===== src/rtl/muldiv_unit_if.sv =====
// Start/busy/done handshake between pipeline control and the multiply/divide unit.
// Carries the operands, the MTHI/MTLO write port and the HI/LO read-out.
// Control drives the request side (master); the unit answers (slave).
interface muldiv_unit_if #(
  parameter int WIDTH = 32
);
  logic             start;
  logic [1:0]       op;
  logic [WIDTH-1:0] a;
  logic [WIDTH-1:0] b;
  logic             cancel;
  logic             whi;
  logic             wlo;
  logic [WIDTH-1:0] wdata;
  logic             busy;
  logic             done;
  logic [WIDTH-1:0] hi;
  logic [WIDTH-1:0] lo;

  modport master (
    output start, op, a, b, cancel, whi, wlo, wdata,
    input  busy, done, hi, lo
  );

  modport slave (
    input  start, op, a, b, cancel, whi, wlo, wdata,
    output busy, done, hi, lo
  );
endinterface


===== src/rtl/muldiv_unit.sv =====
// Iterative MULT/MULTU/DIV/DIVU executor owning the HI/LO pair (optional macro MUL_EARLY_OUT_EN).
// Latency: WIDTH+2 edges from start to done; with MUL_EARLY_OUT_EN multiplies take msb(|b|)+3.
// No backpressure: start is accepted only in IDLE, ignored while busy; cancel abandons the op.
module muldiv_unit #(
  parameter int WIDTH = 32
) (
  input logic          clock,
  input logic          reset,
  muldiv_unit_if.slave bus
);

  typedef enum logic [1:0] {IDLE, CALC, FIX, DONE} state_t;
  localparam int CW = $clog2(WIDTH) + 1;

  state_t             state, state_nxt;
  logic [2*WIDTH-1:0] acc;      // mul: {partial product, multiplier}; div: {remainder, quotient}
  logic [WIDTH-1:0]   opnd;     // multiplicand or divisor magnitude
  logic [WIDTH-1:0]   a_raw;    // original dividend, returned in HI on divide-by-zero
  logic [WIDTH-1:0]   hi_q, lo_q;
  logic [CW-1:0]      cnt;      // iterations completed
  logic               is_div, neg_q, neg_r, b_zero;
`ifdef MUL_EARLY_OUT_EN
  logic [WIDTH-1:0]   mrem;     // multiplier bits not yet consumed
`endif

  logic               launch, signed_op, calc_last;
  logic [WIDTH-1:0]   a_mag, b_mag;

  assign launch    = (state == IDLE) && bus.start && !bus.cancel;
  assign signed_op = !bus.op[0];
  assign a_mag     = (signed_op && bus.a[WIDTH-1]) ? -bus.a : bus.a;
  assign b_mag     = (signed_op && bus.b[WIDTH-1]) ? -bus.b : bus.b;

  // One radix-2 step for each operation class.
  logic [WIDTH:0]     mul_sum, div_sh;
  logic               div_ge;
  logic [WIDTH-1:0]   div_rem;
  logic [2*WIDTH-1:0] mul_step, div_step;

  assign mul_sum  = {1'b0, acc[2*WIDTH-1:WIDTH]} + {1'b0, ({WIDTH{acc[0]}} & opnd)};
  assign mul_step = {mul_sum, acc[WIDTH-1:1]};
  assign div_sh   = {acc[2*WIDTH-1:WIDTH], acc[WIDTH-1]};
  assign div_ge   = div_sh >= {1'b0, opnd};
  assign div_rem  = div_ge ? WIDTH'(div_sh - {1'b0, opnd}) : div_sh[WIDTH-1:0];
  assign div_step = {div_rem, acc[WIDTH-2:0], div_ge};

`ifdef MUL_EARLY_OUT_EN
  // Stop multiplying once no set multiplier bits remain beyond the one being consumed.
  assign calc_last = (cnt == CW'(WIDTH - 1)) || (!is_div && ((mrem >> 1) == '0));
`else
  assign calc_last = (cnt == CW'(WIDTH - 1));
`endif

  // Sign correction applied on the way out of FIX.
  logic [2*WIDTH-1:0] prod_mag, prod;
  logic [WIDTH-1:0]   quot, rem;

`ifdef MUL_EARLY_OUT_EN
  logic [CW-1:0] sh_amt;
  // An early exit leaves the product high by the number of skipped iterations.
  assign sh_amt   = CW'(WIDTH) - cnt;
  assign prod_mag = acc >> sh_amt;
`else
  assign prod_mag = acc;
`endif

  assign prod = neg_q ? -prod_mag : prod_mag;
  assign quot = neg_q ? -acc[WIDTH-1:0] : acc[WIDTH-1:0];
  assign rem  = neg_r ? -acc[2*WIDTH-1:WIDTH] : acc[2*WIDTH-1:WIDTH];

  // State register.
  always_ff @(posedge clock or posedge reset) begin
    if (reset) state <= IDLE;
    else       state <= state_nxt;
  end

  // Next-state and status outputs; cancel drops any non-IDLE state back to IDLE.
  always_comb begin
    state_nxt = state;
    bus.busy  = 1'b0;
    bus.done  = 1'b0;
    case (state)
      IDLE: if (launch) state_nxt = CALC;
      CALC: begin
        bus.busy = 1'b1;
        if (bus.cancel)     state_nxt = IDLE;
        else if (calc_last) state_nxt = FIX;
      end
      FIX: begin
        bus.busy  = 1'b1;
        state_nxt = bus.cancel ? IDLE : DONE;
      end
      DONE: begin
        bus.done  = 1'b1;
        state_nxt = IDLE;
      end
      default: state_nxt = IDLE;
    endcase
  end

  // Datapath: operand capture, iteration, result write-back and MTHI/MTLO.
  always_ff @(posedge clock or posedge reset) begin
    if (reset) begin
      acc    <= '0;
      opnd   <= '0;
      a_raw  <= '0;
      hi_q   <= '0;
      lo_q   <= '0;
      cnt    <= '0;
      is_div <= 1'b0;
      neg_q  <= 1'b0;
      neg_r  <= 1'b0;
      b_zero <= 1'b0;
`ifdef MUL_EARLY_OUT_EN
      mrem   <= '0;
`endif
    end else begin
      case (state)
        IDLE: begin
          if (bus.whi) hi_q <= bus.wdata;
          if (bus.wlo) lo_q <= bus.wdata;
          if (launch) begin
            is_div <= bus.op[1];
            neg_q  <= signed_op && (bus.a[WIDTH-1] ^ bus.b[WIDTH-1]);
            neg_r  <= signed_op && bus.a[WIDTH-1];
            b_zero <= (bus.b == '0);
            a_raw  <= bus.a;
            cnt    <= '0;
            if (bus.op[1]) begin
              acc  <= {{WIDTH{1'b0}}, a_mag};
              opnd <= b_mag;
            end else begin
              acc  <= {{WIDTH{1'b0}}, b_mag};
              opnd <= a_mag;
            end
`ifdef MUL_EARLY_OUT_EN
            mrem <= b_mag;
`endif
          end
        end
        CALC: begin
          if (!bus.cancel) begin
            acc <= is_div ? div_step : mul_step;
            cnt <= cnt + CW'(1);
`ifdef MUL_EARLY_OUT_EN
            mrem <= mrem >> 1;
`endif
          end
        end
        FIX: begin
          if (!bus.cancel) begin
            if (!is_div) begin
              {hi_q, lo_q} <= prod;
            end else if (b_zero) begin
              hi_q <= a_raw;
              lo_q <= '1;
            end else begin
              hi_q <= rem;
              lo_q <= quot;
            end
          end
        end
        default: ;
      endcase
    end
  end

  assign bus.hi = hi_q;
  assign bus.lo = lo_q;

endmodule


===== src/flat_wrapper.sv =====
// flat-port wrapper written by rule: the top's interface ports become plain ports
module muldiv_unit_flat 
#(
  parameter int WIDTH = 32
)
  (clock, reset, bus_start, bus_op, bus_a, bus_b, bus_cancel, bus_whi, bus_wlo, bus_wdata, bus_busy, bus_done, bus_hi, bus_lo);
  muldiv_unit_if #(.WIDTH(WIDTH)) bus_i ();
  input logic clock;
  input logic reset;
  input wire logic [$bits(bus_i.start)-1:0] bus_start;
  input wire logic [$bits(bus_i.op)-1:0] bus_op;
  input wire logic [$bits(bus_i.a)-1:0] bus_a;
  input wire logic [$bits(bus_i.b)-1:0] bus_b;
  input wire logic [$bits(bus_i.cancel)-1:0] bus_cancel;
  input wire logic [$bits(bus_i.whi)-1:0] bus_whi;
  input wire logic [$bits(bus_i.wlo)-1:0] bus_wlo;
  input wire logic [$bits(bus_i.wdata)-1:0] bus_wdata;
  output wire logic [$bits(bus_i.busy)-1:0] bus_busy;
  output wire logic [$bits(bus_i.done)-1:0] bus_done;
  output wire logic [$bits(bus_i.hi)-1:0] bus_hi;
  output wire logic [$bits(bus_i.lo)-1:0] bus_lo;
  assign bus_i.start = bus_start;
  assign bus_i.op = bus_op;
  assign bus_i.a = bus_a;
  assign bus_i.b = bus_b;
  assign bus_i.cancel = bus_cancel;
  assign bus_i.whi = bus_whi;
  assign bus_i.wlo = bus_wlo;
  assign bus_i.wdata = bus_wdata;
  assign bus_busy = bus_i.busy;
  assign bus_done = bus_i.done;
  assign bus_hi = bus_i.hi;
  assign bus_lo = bus_i.lo;
  muldiv_unit #(.WIDTH(WIDTH)) u_core (.clock(clock), .reset(reset), .bus(bus_i));
endmodule

===== config.mk =====
export PLATFORM = sky130hd
export DESIGN_NAME = muldiv_unit_flat
export DESIGN_NICKNAME = d
export VERILOG_FILES = /design/src/rtl/muldiv_unit_if.sv /design/src/rtl/muldiv_unit.sv /design/src/flat_wrapper.sv
export SDC_FILE = /design/constraint.sdc
export NUM_CORES = 1
export LEC_CHECK = 0
export CORE_ASPECT_RATIO = 1.2
export CORE_MARGIN = 2
export CORE_UTILIZATION = 40
export DETAILED_ROUTE_END_ITERATION = 12
export SLEW_MARGIN = 5
export SYNTH_ARGS = -nofsm -noshare
export SYNTH_HDL_FRONTEND = slang
export SYNTH_SLANG_ARGS = --single-unit

===== constraint.sdc =====
create_clock -name clock -period 10.25 [get_ports clock]
set_input_delay 3.075 -clock clock [delete_from_list [all_inputs] [get_ports clock]]
set_output_delay 3.075 -clock clock [all_outputs]
set_load 0.005 [all_outputs]

Word level (Yosys, flattened, before mapping)

Index checks and enable logic that the tools add are counted.

Flip-flop bits (word level): 204
Input bits: 104
Output and inout port bits: 66
Word-level logic and storage cells: 81

Add/subtract/negate cells: 8
Magnitude comparators: 1
Equal/unequal tests: 10
Multiplexer cells: 32
Bitwise logic cells: 2
Reductions and logical operators: 17

Operators with widths:

| operator                                                                | number |
|---|---|
| 32-bit 2-to-1 mux                                                       | 15 |
| 64-bit 2-to-1 mux                                                       | 4 |
| 32-bit negation                                                         | 4 |
| 32-bit case mux with 2 select lines                                     | 2 |
| 64-bit case mux with 2 select lines                                     | 1 |
| 64-bit negation                                                         | 1 |
| 32-bit by 32-bit adder with 33-bit output                               | 1 |
| 33-bit by 32-bit >= comparator with 1-bit output                        | 1 |
| 32-bit AND                                                              | 1 |
| 32-bit logical NOT                                                      | 1 |
| 32-bit subtractor                                                       | 1 |
| 6-bit 2-to-1 mux                                                        | 2 |
| 6-bit case mux with 2 select lines                                      | 1 |
| 3-bit AND reduction                                                     | 3 |
| 2-bit 2-to-1 mux                                                        | 4 |
| 2-bit inequality test, second input constant                            | 4 |
| 2-bit case mux with 4 select lines                                      | 1 |
| 6-bit by 1-bit adder with 6-bit output, second input constant           | 1 |
| 6-bit by 5-bit equality test with 1-bit output, second input constant   | 1 |
| 1-bit logical AND                                                       | 5 |
| 2-bit equality test, second input constant                              | 2 |
| 2-bit AND reduction                                                     | 2 |
| 2-bit nonzero test                                                      | 2 |
| 3-bit by 2-bit inequality test with 1-bit output, second input constant | 1 |
| other kinds (7)                                                         | 9 |

Depth between registers and ports, before layout

Gate-level depths: netlist (run 1).

Depth after elaboration: 6
Gate-level depth with buffers: 15
Mapped depth without buffers: 14

Worst setup path before layout (run 1)

Ideal clock, no wire load.

Kind: input-to-reg
Start point: input port bus_a[9]
End point: register u_core.acc[28]
Setup time: 0.126 ns
Arrival time: 5.400 ns
Data required time: 10.124 ns
Path slack: 4.724 ns
Cell stages on the path: 10
Buffers on the path: 0
Cell sequence: or4_4 or4_4 nor3_2 nand2_1 o31ai_1 nand2_1 xor2_1 nand2_1 o21ai_0 a221o_1

Longest elaborated chain between the ends: 5

Ends and longest elaborated chain:

| item                                | RTL line           | text |
|---|---|---|
| start: declaration                  | flat_wrapper.sv:12 | `input wire logic [$bits(bus_i.a)-1:0] bus_a;` |
| 32-bit negation                     | muldiv_unit.sv:31  | `assign a_mag = (signed_op && bus.a[WIDTH-1]) ? -bus.a : bus.a;` |
| 32-bit 2-to-1 mux                   | muldiv_unit.sv:31  |  |
| 32-bit 2-to-1 mux                   | muldiv_unit.sv:129 | `if (bus.op[1]) begin` |
| 64-bit 2-to-1 mux                   | muldiv_unit.sv:122 | `if (launch) begin` |
| 64-bit case mux with 2 select lines | muldiv_unit.sv:118 | `case (state)` |
| end signal: assignment              | muldiv_unit.sv:130 | `acc <= {{WIDTH{1'b0}}, a_mag};` |
| end signal: assignment              | muldiv_unit.sv:133 | `acc <= {{WIDTH{1'b0}}, b_mag};` |
| end signal: assignment              | muldiv_unit.sv:143 | `acc <= is_div ? div_step : mul_step;` |
| end: declaration                    | muldiv_unit.sv:16  | `logic [2*WIDTH-1:0] acc;` |

No other way between the ends. The select of a mux whose other input is x is not followed.
A chain may end at the register's enable or synchronous reset.

Worst setup path in the final report (run 1)

Start point: input port bus_b[3]
End point: register u_core.acc[27]

Longest elaborated chain between the ends: 5

Ends and longest elaborated chain:

| item                                | RTL line           | text |
|---|---|---|
| start: declaration                  | flat_wrapper.sv:13 | `input wire logic [$bits(bus_i.b)-1:0] bus_b;` |
| 32-bit negation                     | muldiv_unit.sv:32  | `assign b_mag = (signed_op && bus.b[WIDTH-1]) ? -bus.b : bus.b;` |
| 32-bit 2-to-1 mux                   | muldiv_unit.sv:32  |  |
| 32-bit 2-to-1 mux                   | muldiv_unit.sv:129 |  |
| 64-bit 2-to-1 mux                   | muldiv_unit.sv:122 |  |
| 64-bit case mux with 2 select lines | muldiv_unit.sv:118 |  |

No other way between the ends. The select of a mux whose other input is x is not followed.

==> results of run 1 <==
==> where the power goes <==
group	switching [uW]	total [uW]	internal, uW
clock network	382	936	553
logic	2320	4010	1690
registers	564	1740	1170
==> metal layers <==
layer  vias up  GRT usage
met3       103    0.02818
li1       8040          -
met5         -          0
met1      8254     0.3816
met2       659     0.4682
met4         0    0.09991
==> synthesized netlist by cell type (all sizes together) (19+ instances only) <==
master / number
clkbuf: 115
nand2b: 24
buf: 36
mux2: 63
a21oi: 190
xor2: 66
nor2: 201
and3: 21
o22ai: 39
o31ai: 28
xnor2: 114
o211ai: 19
inv: 71
dfrtp: 204
mux2i: 44
ha: 73
nand2: 243
nor3: 31
or3: 22
o21ai: 262
a211oi: 30
nand3: 46
a21o: 27
==> area by class of cell <==
class,instances,area [um^2]
Multi-Input combinational cell,1774,11340
Clock inverter,10,145.1
Fill cell,4267,22660
Clock buffer,33,695.7
Sequential cell,204,5110
Timing Repair Buffer,193,1867
Tap cell,552,690.7
Inverter,72,277.8
==> state kept, by name, summed over array words and instances, names as in the netlist <==
| signal | count |
|---|---|
| u_core.acc | 64 |
| u_core.a_raw | 32 |
| u_core.bus.hi | 32 |
| u_core.bus.lo | 32 |
| u_core.opnd | 32 |
| u_core.cnt | 6 |
| u_core.state | 2 |
| u_core.b_zero | 1 |
| u_core.is_div | 1 |
| u_core.neg_q | 1 |
| u_core.neg_r | 1 |
==> how the worst min path moves through the flow <==
stage | start | endpoint | slack (ps) | cells past startpoint
4_1_cts | u_core.bus.lo[28]$_DFFE_PP0P_ | u_core.bus.lo[28]$_DFFE_PP0P_ | 480 | 2
2_1_floorplan | u_core.opnd[10]$_DFFE_PP0P_ | u_core.opnd[10]$_DFFE_PP0P_ | 450 | 2
6_report | u_core.bus.hi[19]$_DFFE_PP0P_ | u_core.bus.hi[19]$_DFFE_PP0P_ | 480 | 2
3_3_place_gp | u_core.bus.lo[9]$_DFFE_PP0P_ | u_core.bus.lo[9]$_DFFE_PP0P_ | 460 | 2
5_1_grt | u_core.bus.hi[19]$_DFFE_PP0P_ | u_core.bus.hi[19]$_DFFE_PP0P_ | 510 | 2
3_5_place_dp | u_core.bus.lo[28]$_DFFE_PP0P_ | u_core.bus.lo[28]$_DFFE_PP0P_ | 470 | 2
==> logic make-up (layout without fill, tap and decap cells) <==
logic type | Yosys count | after routing
flip-flops | 204 | 204
adder cells (fa/ha/maj) | 75 | 75
multiplexers | 107 | 107
AND/OR/NAND/NOR | 692 | 692
AO/OA/AOI/OAI | 720 | 720
buffers and inverters | 223 | 308
XOR/XNOR | 180 | 180
==> per-stage QoR <==
stage	area (um^2)	utilization	std cells	hold WS, ps
final	20130	0.4705	2838	478.7
after global placement	19290	0.4508	2795	463.9
after CTS	20130	0.4705	2838	482.9
after floorplan	17300	-	2201	449.8
after global routing	20130	0.4705	2838	505.5
after detailed placement	19290	0.4508	2795	469.8
==> tightest hold or removal path, cell delays in order, from the launching register on <==
cell and delay [ps]:
sky130_fd_sc_hd__dfrtp_1 340, sky130_fd_sc_hd__nand2_1 50, sky130_fd_sc_hd__o21ai_0 60
==> cell usage in the layout (no fill, tap or decap), types with 19 or more instances in the layout <==
master                            Yosys  routed
sky130_fd_sc_hd__a211oi_1            30      30
sky130_fd_sc_hd__a21o_1              27      27
sky130_fd_sc_hd__a21oi_1            190     190
sky130_fd_sc_hd__and3_1              21      21
sky130_fd_sc_hd__buf_4                0      24
sky130_fd_sc_hd__clkbuf_16            0      25
sky130_fd_sc_hd__clkdlybuf4s50_1      0     168
sky130_fd_sc_hd__dfrtp_1            204     202
sky130_fd_sc_hd__ha_1                73      71
sky130_fd_sc_hd__inv_1               71      70
sky130_fd_sc_hd__mux2_2              63      63
sky130_fd_sc_hd__mux2i_1             44      44
sky130_fd_sc_hd__nand2_1            243     243
sky130_fd_sc_hd__nand2b_1            24      24
sky130_fd_sc_hd__nand3_1             45      45
sky130_fd_sc_hd__nor2_1             201     200
sky130_fd_sc_hd__nor3_1              27      27
sky130_fd_sc_hd__o211ai_1            19      19
sky130_fd_sc_hd__o21ai_0            251     250
sky130_fd_sc_hd__o22ai_1             39      39
sky130_fd_sc_hd__o31ai_1             28      28
sky130_fd_sc_hd__or3_1               20      20
sky130_fd_sc_hd__xnor2_1            114     114
sky130_fd_sc_hd__xor2_1              66      66
==> out/summary.md, run 1 <==
The run finished with clean final reports. The highest layer used for signal routing was met4. The logs give 0 for the number of hold violations in the final report and 0 for the max-capacitance violation count.

For the aggregate routed wire length, the log shows 65280 um. Input and output buffers added on the ports amount to 169. The clock passes through at most 3 buffers.

Average routed wire per standard cell: 23.00 um. The later pin in the worst-skew pair is clocked with a latency of 560 ps. The xor and xnor area share after synthesis was 0.09113; the register clock-pin slew on the reported worst setup and hold paths was 60 ps.

The amount of wire on met2 after detailed routing was 30680 um. The run gives 20.47 ps as the worst clock skew. Cell type with the largest total area after synthesis: sky130_fd_sc_hd__dfrtp_1.

The tools report the slack of the worst reg-to-reg path as 5810 ps. Among all flip-flop cells after synthesis, the most frequent one is sky130_fd_sc_hd__dfrtp_1. The tree is rooted in a sky130_fd_sc_hd__clkbuf_16. The async set-reset flop share out of synthesis was 1.000. The sum of buffers and inverters on the critical path was 1; the violation count after the first detailed-route iteration was 1356.

For the met1 layer wirelength in the final routing, the log shows 28290 um. The area added between synthesis and finish is 16.37%. The classification of the worst-slack hold path was flip-flop to flip-flop. The number of enable flip-flop cells after synthesis was 0; the fraction of the yosys area taken by sequential cells was 0.2951.

The worst register-to-register path has a depth of 14. In this run the worst setup path begins at bus_b[3]. The cell class contributing the biggest share of worst-path delay is simple AND/OR/NAND/NOR gates. Based on the critical path, the design can be clocked at up to 162.4 MHz. The pre-CTS worst setup slack was 3571 ps. Data arrives at the worst endpoint at 6600 ps.

The synthesized netlist occupies a cell area of 0.01730 mm^2. For the final RePlAce weighted congestion, the log shows 0.9388. Detailed routing placed a total of 3961 um of wire on met3.

The fraction of synthesized cell area taken by the top area cell type is 0.2951. Power comes to 6677 uW. The fraction of the mapped netlist area in adder cells works out to 0.05511. Traced cell by cell, the critical path runs through clkdlybuf4s50_1 -> or4_1 -> nor4b_1 -> nand3b_1 -> nand2b_1 -> nor2b_1 -> a21oi_1 -> xnor2_1 -> o21ai_1 -> a221o_1. The register bit count reported by yosys came out at 204. Setup violations remaining at the end of the flow were counted as 0. Entering global routing, the biggest net connects 105 pins. The smallest clock period supported by the final layout is computed as 6157 ps.

For the worst vdd rail ir drop, the log shows 135.0 uV. The die outline area was 0.04493 mm^2. Placed wire-length estimate after detailed placement: 49920 um.

The first global-routing pass estimated 98410 um of wire. The number of global-route vias before repair was 15890; the basic-gate share of the synthesized area counting and, or, nand and nor cells was 0.1888. Detailed routing inserted a total of 17060 vias. The count of different cell masters after synthesis is 80, and the portion of netlist area occupied by mux cells is 0.06647. Setup repair after global routing left no endpoint under its margin. In the routed design, unresolved DRC markers number 0.

The overall fraction of global-route tracks in use is 0.2815. The required time at the endpoint of the critical path came out at 10700 ps. The endpoint identified for the worst register-to-register timing path is u_core.acc[60]$_DFFE_PP0P_. STA classifies the critical path startpoint as a primary input.

The starting density of the core was 0.4043; the leakage power was 0.008284 uW. For this run, the post-layout net count is 2449. Measured along the y axis, the die boundary spans 231.8 um. The tools report the final worst setup slack as 4093 ps. CTS saw 204 sinks.

For this design the ratio of total power to cell area is 331.7 mW/mm^2. The slowest stage of the critical path is the sky130_fd_sc_hd__nor4b_1 cell. In this run the standard cell core region covers 0.04279 mm^2. For the final routed database, the setup TNS stands at 0 ps. The final period utilization works out to 0.6007. 0 antenna diodes ended up in the layout. 170 I/O pins were placed. The dominant combinational cell family by area after synthesis was compound AO/OA/AOI/OAI gates. The max-slew violation total from the final report was 0; the mean instance size in the synthesized netlist was 7.860 um^2. The tools report the total number of placement rows as 83. The category of the worst setup path capture point is a flip-flop. TritonCTS built the clock tree.

The area fraction in compound gates after synthesis came out at 0.2523. In this run the number of cells on the critical path is 10. The critical path is of the primary input to flip-flop type. For the number of nets still failing antenna checks after routing, the log shows 0. In this run the worst setup path terminates at u_core.acc[27]$_DFFE_PP0P_.

The number of nets handed over by synthesis was 2380. For this run, the number of Yosys warnings is 0. Hold repair after CTS inserted 0 buffers.

The number of antenna violations at the first check in global routing came out at 0. The floorplan step set the die width to 193.8 um. The transition time at the pin with the least slew margin works out to 1186 ps. The share of layout cells above drive strength 1 works out to 0.07087. Buffers added to address setup during post-CTS repair amount to 0. In this design, the stage delay of the slowest critical-path cell is 740 ps. Summed over all layers, the global routing overflow is 0. By area the synthesized netlist is led by sky130_fd_sc_hd__dfrtp_1 30%, sky130_fd_sc_hd__o21ai_0 7.3%, sky130_fd_sc_hd__xnor2_1 5.8%, sky130_fd_sc_hd__a21oi_1 5.5%, sky130_fd_sc_hd__ha_1 5.3%. Number of clock buffers inserted by TritonCTS: 25.

The H-tree depth was 1. The run gives 0.2086 as the remaining max-slew budget at the tightest pin. The length of the first detailed-routing pass in iterations is 5.

The count of mapped cells out of synthesis is 2201, and the number of cells upsized or downsized after cts is 0. The detail-routed via count per cell was 6.010; the highest fanout seen on the critical path was 5. The worst flop-to-flop path startpoint was u_core.acc[0]$_DFFE_PP0P_.
Power figures use the tool's default switching activity.
==> run 2, diff against run 1 <==
Clock period 10.25 ns to 5.73 ns, I/O delays scaled along.
==> out/summary.md, run 2 (synthesis results as in run 1) <==
Leaving out fill and tap cells, the most frequent cell in the layout is sky130_fd_sc_hd__o21ai_0. Summed over all cells, the static leakage comes to 0.008334 uW. Transition time at the pin with the least slew margin: 1181 ps.

The H-tree depth was 1; the placed wire-length estimate after detailed placement was 50230 um. The run gives 0 ps as the summed negative setup slack over all endpoints. Cell at the slowest stage of the critical path: sky130_fd_sc_hd__or4_4.

The critical path goes through clkdlybuf4s50_1 -> or4_4 -> or4_4 -> nor3_2 -> nand2_1 -> o31ai_1 -> nand2_1 -> xor2_1 -> nand2_1 -> o21ai_0 -> a221o_1. After layout, the minimum clock period comes to 4471 ps. The number of antenna violations at the first check in global routing was 2; the remaining max-slew budget at the tightest pin was 0.2110.

The tools report the category of the worst setup path capture point as a flip-flop. The tools report the number of clock buffers inserted by TritonCTS as 25. Startpoint type of the worst setup path: a primary input. The max-capacitance violation count came out at 0. After clock tree synthesis, the setup repair step added 0 buffers. The critical path class was primary input to flip-flop. TritonCTS built the clock tree. The worst vdd rail ir drop came out at 246.0 uV. Summing all flip-flop and latch instances after layout gives 0.005110 mm^2. For the amount of wire on met2 after detailed routing, the log shows 29550 um. The critical path starts at bus_a[7]. The register clock-pin slew on the reported worst setup and hold paths works out to 60 ps. The count of nets after finishing is 2457.

For the aggregate routed wire length, the log shows 65210 um. The root buffer cell chosen for the clock tree is sky130_fd_sc_hd__clkbuf_16. The critical path ends at u_core.acc[28]$_DFFE_PP0P_.

The floorplan has 83 rows. For the final RePlAce weighted congestion, the log shows 0.9652. The area added between synthesis and finish works out to 16.77%.

After floorplanning, the core was sized to cover 0.04279 mm^2. In this run the top signal layer used is met5. The number of nets still failing antenna checks after routing is 0, and the violation count after the first detailed-route iteration is 1613. For this run, design rule violations remaining after detail routing come to 0. For the max-slew violation total from the final report, the log shows 0.

The power per standard cell area was 586.4 mW/mm^2. Clock latency on the worst-skew pair, taken at its later pin, is 550 ps. The most frequent cell on the critical path is sky130_fd_sc_hd__nand2_1. The sum of overflow across all layers after global routing was 0; the number of global-route vias before repair was 16140. 170 I/O pins were placed. The tools report the largest net degree at the start of global routing as 108.

For this design, the CTS-stage hold fixing added 0 buffers. Peak per-stage delay on the critical path: 580 ps. The register with the most flip-flops in the layout has 64 of them. Final hold analysis gives a worst-case slack of 479.7 ps. Number of hold violations in the final report: 0.

Length of the first detailed-routing pass in iterations: 5. The timing-limited maximum frequency is 223.7 MHz, and the arrival time of data at the critical path endpoint is 4900 ps. The wire length of the first global-routing pass is 98150 um, and the count of cell instances traversed by the critical path is 11. For the final database, setup skew stands at 17.22 ps.

The overall via count from detail_route was 17240; the number of cells on the worst reg-to-reg path was 14. After clock tree synthesis, the repair step resized 0 gates. Among cell families on the critical path, the largest total delay comes from simple AND/OR/NAND/NOR gates.

The endpoint identified for the worst register-to-register timing path is u_core.acc[62]$_DFFE_PP0P_. The die covers 0.04493 mm^2. The overall fraction of global-route tracks in use was 0.2801; the slack of the worst reg-to-reg path was 1440 ps. In this run the critical register-to-register path is launched from u_core.acc[31]$_DFFE_PP0P_.

The run finished with clean final reports. Dividing the detail-routed wire length by the instance count gives 22.88 um. Vertical die dimension: 231.8 um. Sum of buffers and inverters on the critical path: 1. Along the worst path, the maximum fanout reaches 5.

Port buffering added 169 buffers. For the starting density of the core, the log shows 0.4043. After filler insertion, the fill cell instance count of the layout stands at 4275. The number of setup violations in the final report was 0. The area occupied by multi-input gates was 0.01134 mm^2.

Counting flops per register, the top entry is u_core.acc. Summed over all nets, wire length on met3 after detailed routing comes to 4240 um. Setup repair after global routing left no endpoint under its margin. Final period utilization: 0.7803. The detail-routed via count per cell is 6.049.

In the final routing, the length of wire on met1 measures 27840 um. The number of buffers on the longest clock path came out at 3. The share of layout cells above drive strength 1 is 0.07357, and the required time at the endpoint of the critical path is 6160 ps. The worst hold path belongs to the class flip-flop to flip-flop.

From left edge to right edge, the die measures 193.8 um. Number of sinks handled by clock tree synthesis: 204. The top cell types in the final layout, fill and taps aside, are 250 x sky130_fd_sc_hd__o21ai_0, 243 x sky130_fd_sc_hd__nand2_1, 202 x sky130_fd_sc_hd__dfrtp_1, 201 x sky130_fd_sc_hd__nor2_1, 190 x sky130_fd_sc_hd__a21oi_1.
[run 2: worst min-delay path, stage by stage (launching register included)]
cell                      delay, ps
sky130_fd_sc_hd__dfrtp_1        340
sky130_fd_sc_hd__nand2_1         40
sky130_fd_sc_hd__o21ai_0         60
[run 2: power breakdown]
group	switching, uW	internal (uW)
Sequential	973	2100
Combinational	4160	3020
Clock	672	926
[run 2: final cells by class]
| cell class | instances | area share |
|---|---|---|
| Inverter | 72 | 0.01357 |
| Clock inverter | 8 | 0.003407 |
| Timing Repair Buffer | 201 | 0.09787 |
| Sequential cell | 204 | 0.2530 |
| Tap cell | 552 | 0.03419 |
| Multi-Input combinational cell | 1774 | 0.5615 |
| Antenna cell | 1 | 0.0001239 |
| Clock buffer | 38 | 0.03636 |
[run 2: worst min path at each step]
stage	slack (ps)	depth (start not counted)	to	start
after CTS	480	2	u_core.opnd[12]$_DFFE_PP0P_	u_core.opnd[12]$_DFFE_PP0P_
after detailed placement	470	2	u_core.opnd[12]$_DFFE_PP0P_	u_core.opnd[12]$_DFFE_PP0P_
after floorplan	450	2	u_core.opnd[10]$_DFFE_PP0P_	u_core.opnd[10]$_DFFE_PP0P_
after global routing	510	2	u_core.opnd[2]$_DFFE_PP0P_	u_core.opnd[2]$_DFFE_PP0P_
final	480	2	u_core.bus.hi[17]$_DFFE_PP0P_	u_core.bus.hi[17]$_DFFE_PP0P_
after global placement	470	2	u_core.bus.lo[9]$_DFFE_PP0P_	u_core.bus.lo[9]$_DFFE_PP0P_
[run 2: through the flow]
stage / area, um^2 / cells / worst slack [ps] / util / total power, uW
after floorplan: 17300 / 2201 / 1367 / - / 7638
after global placement: 19390 / 2803 / 718.3 / 0.4533 / 10020
after detailed placement: 19390 / 2803 / 706.5 / 0.4533 / 10120
after CTS: 20200 / 2849 / 1275 / 0.4720 / 11750
after global routing: 20200 / 2850 / 1068 / 0.4721 / 12640
final: 20200 / 2850 / 1259 / 0.4721 / 11850
[run 2: layer usage]
layer	track usage	vias up
met1	0.3768	8330
li1	-	8073
met2	0.4493	697
met3	0.02716	137
met5	0	-
met4	0.1437	2
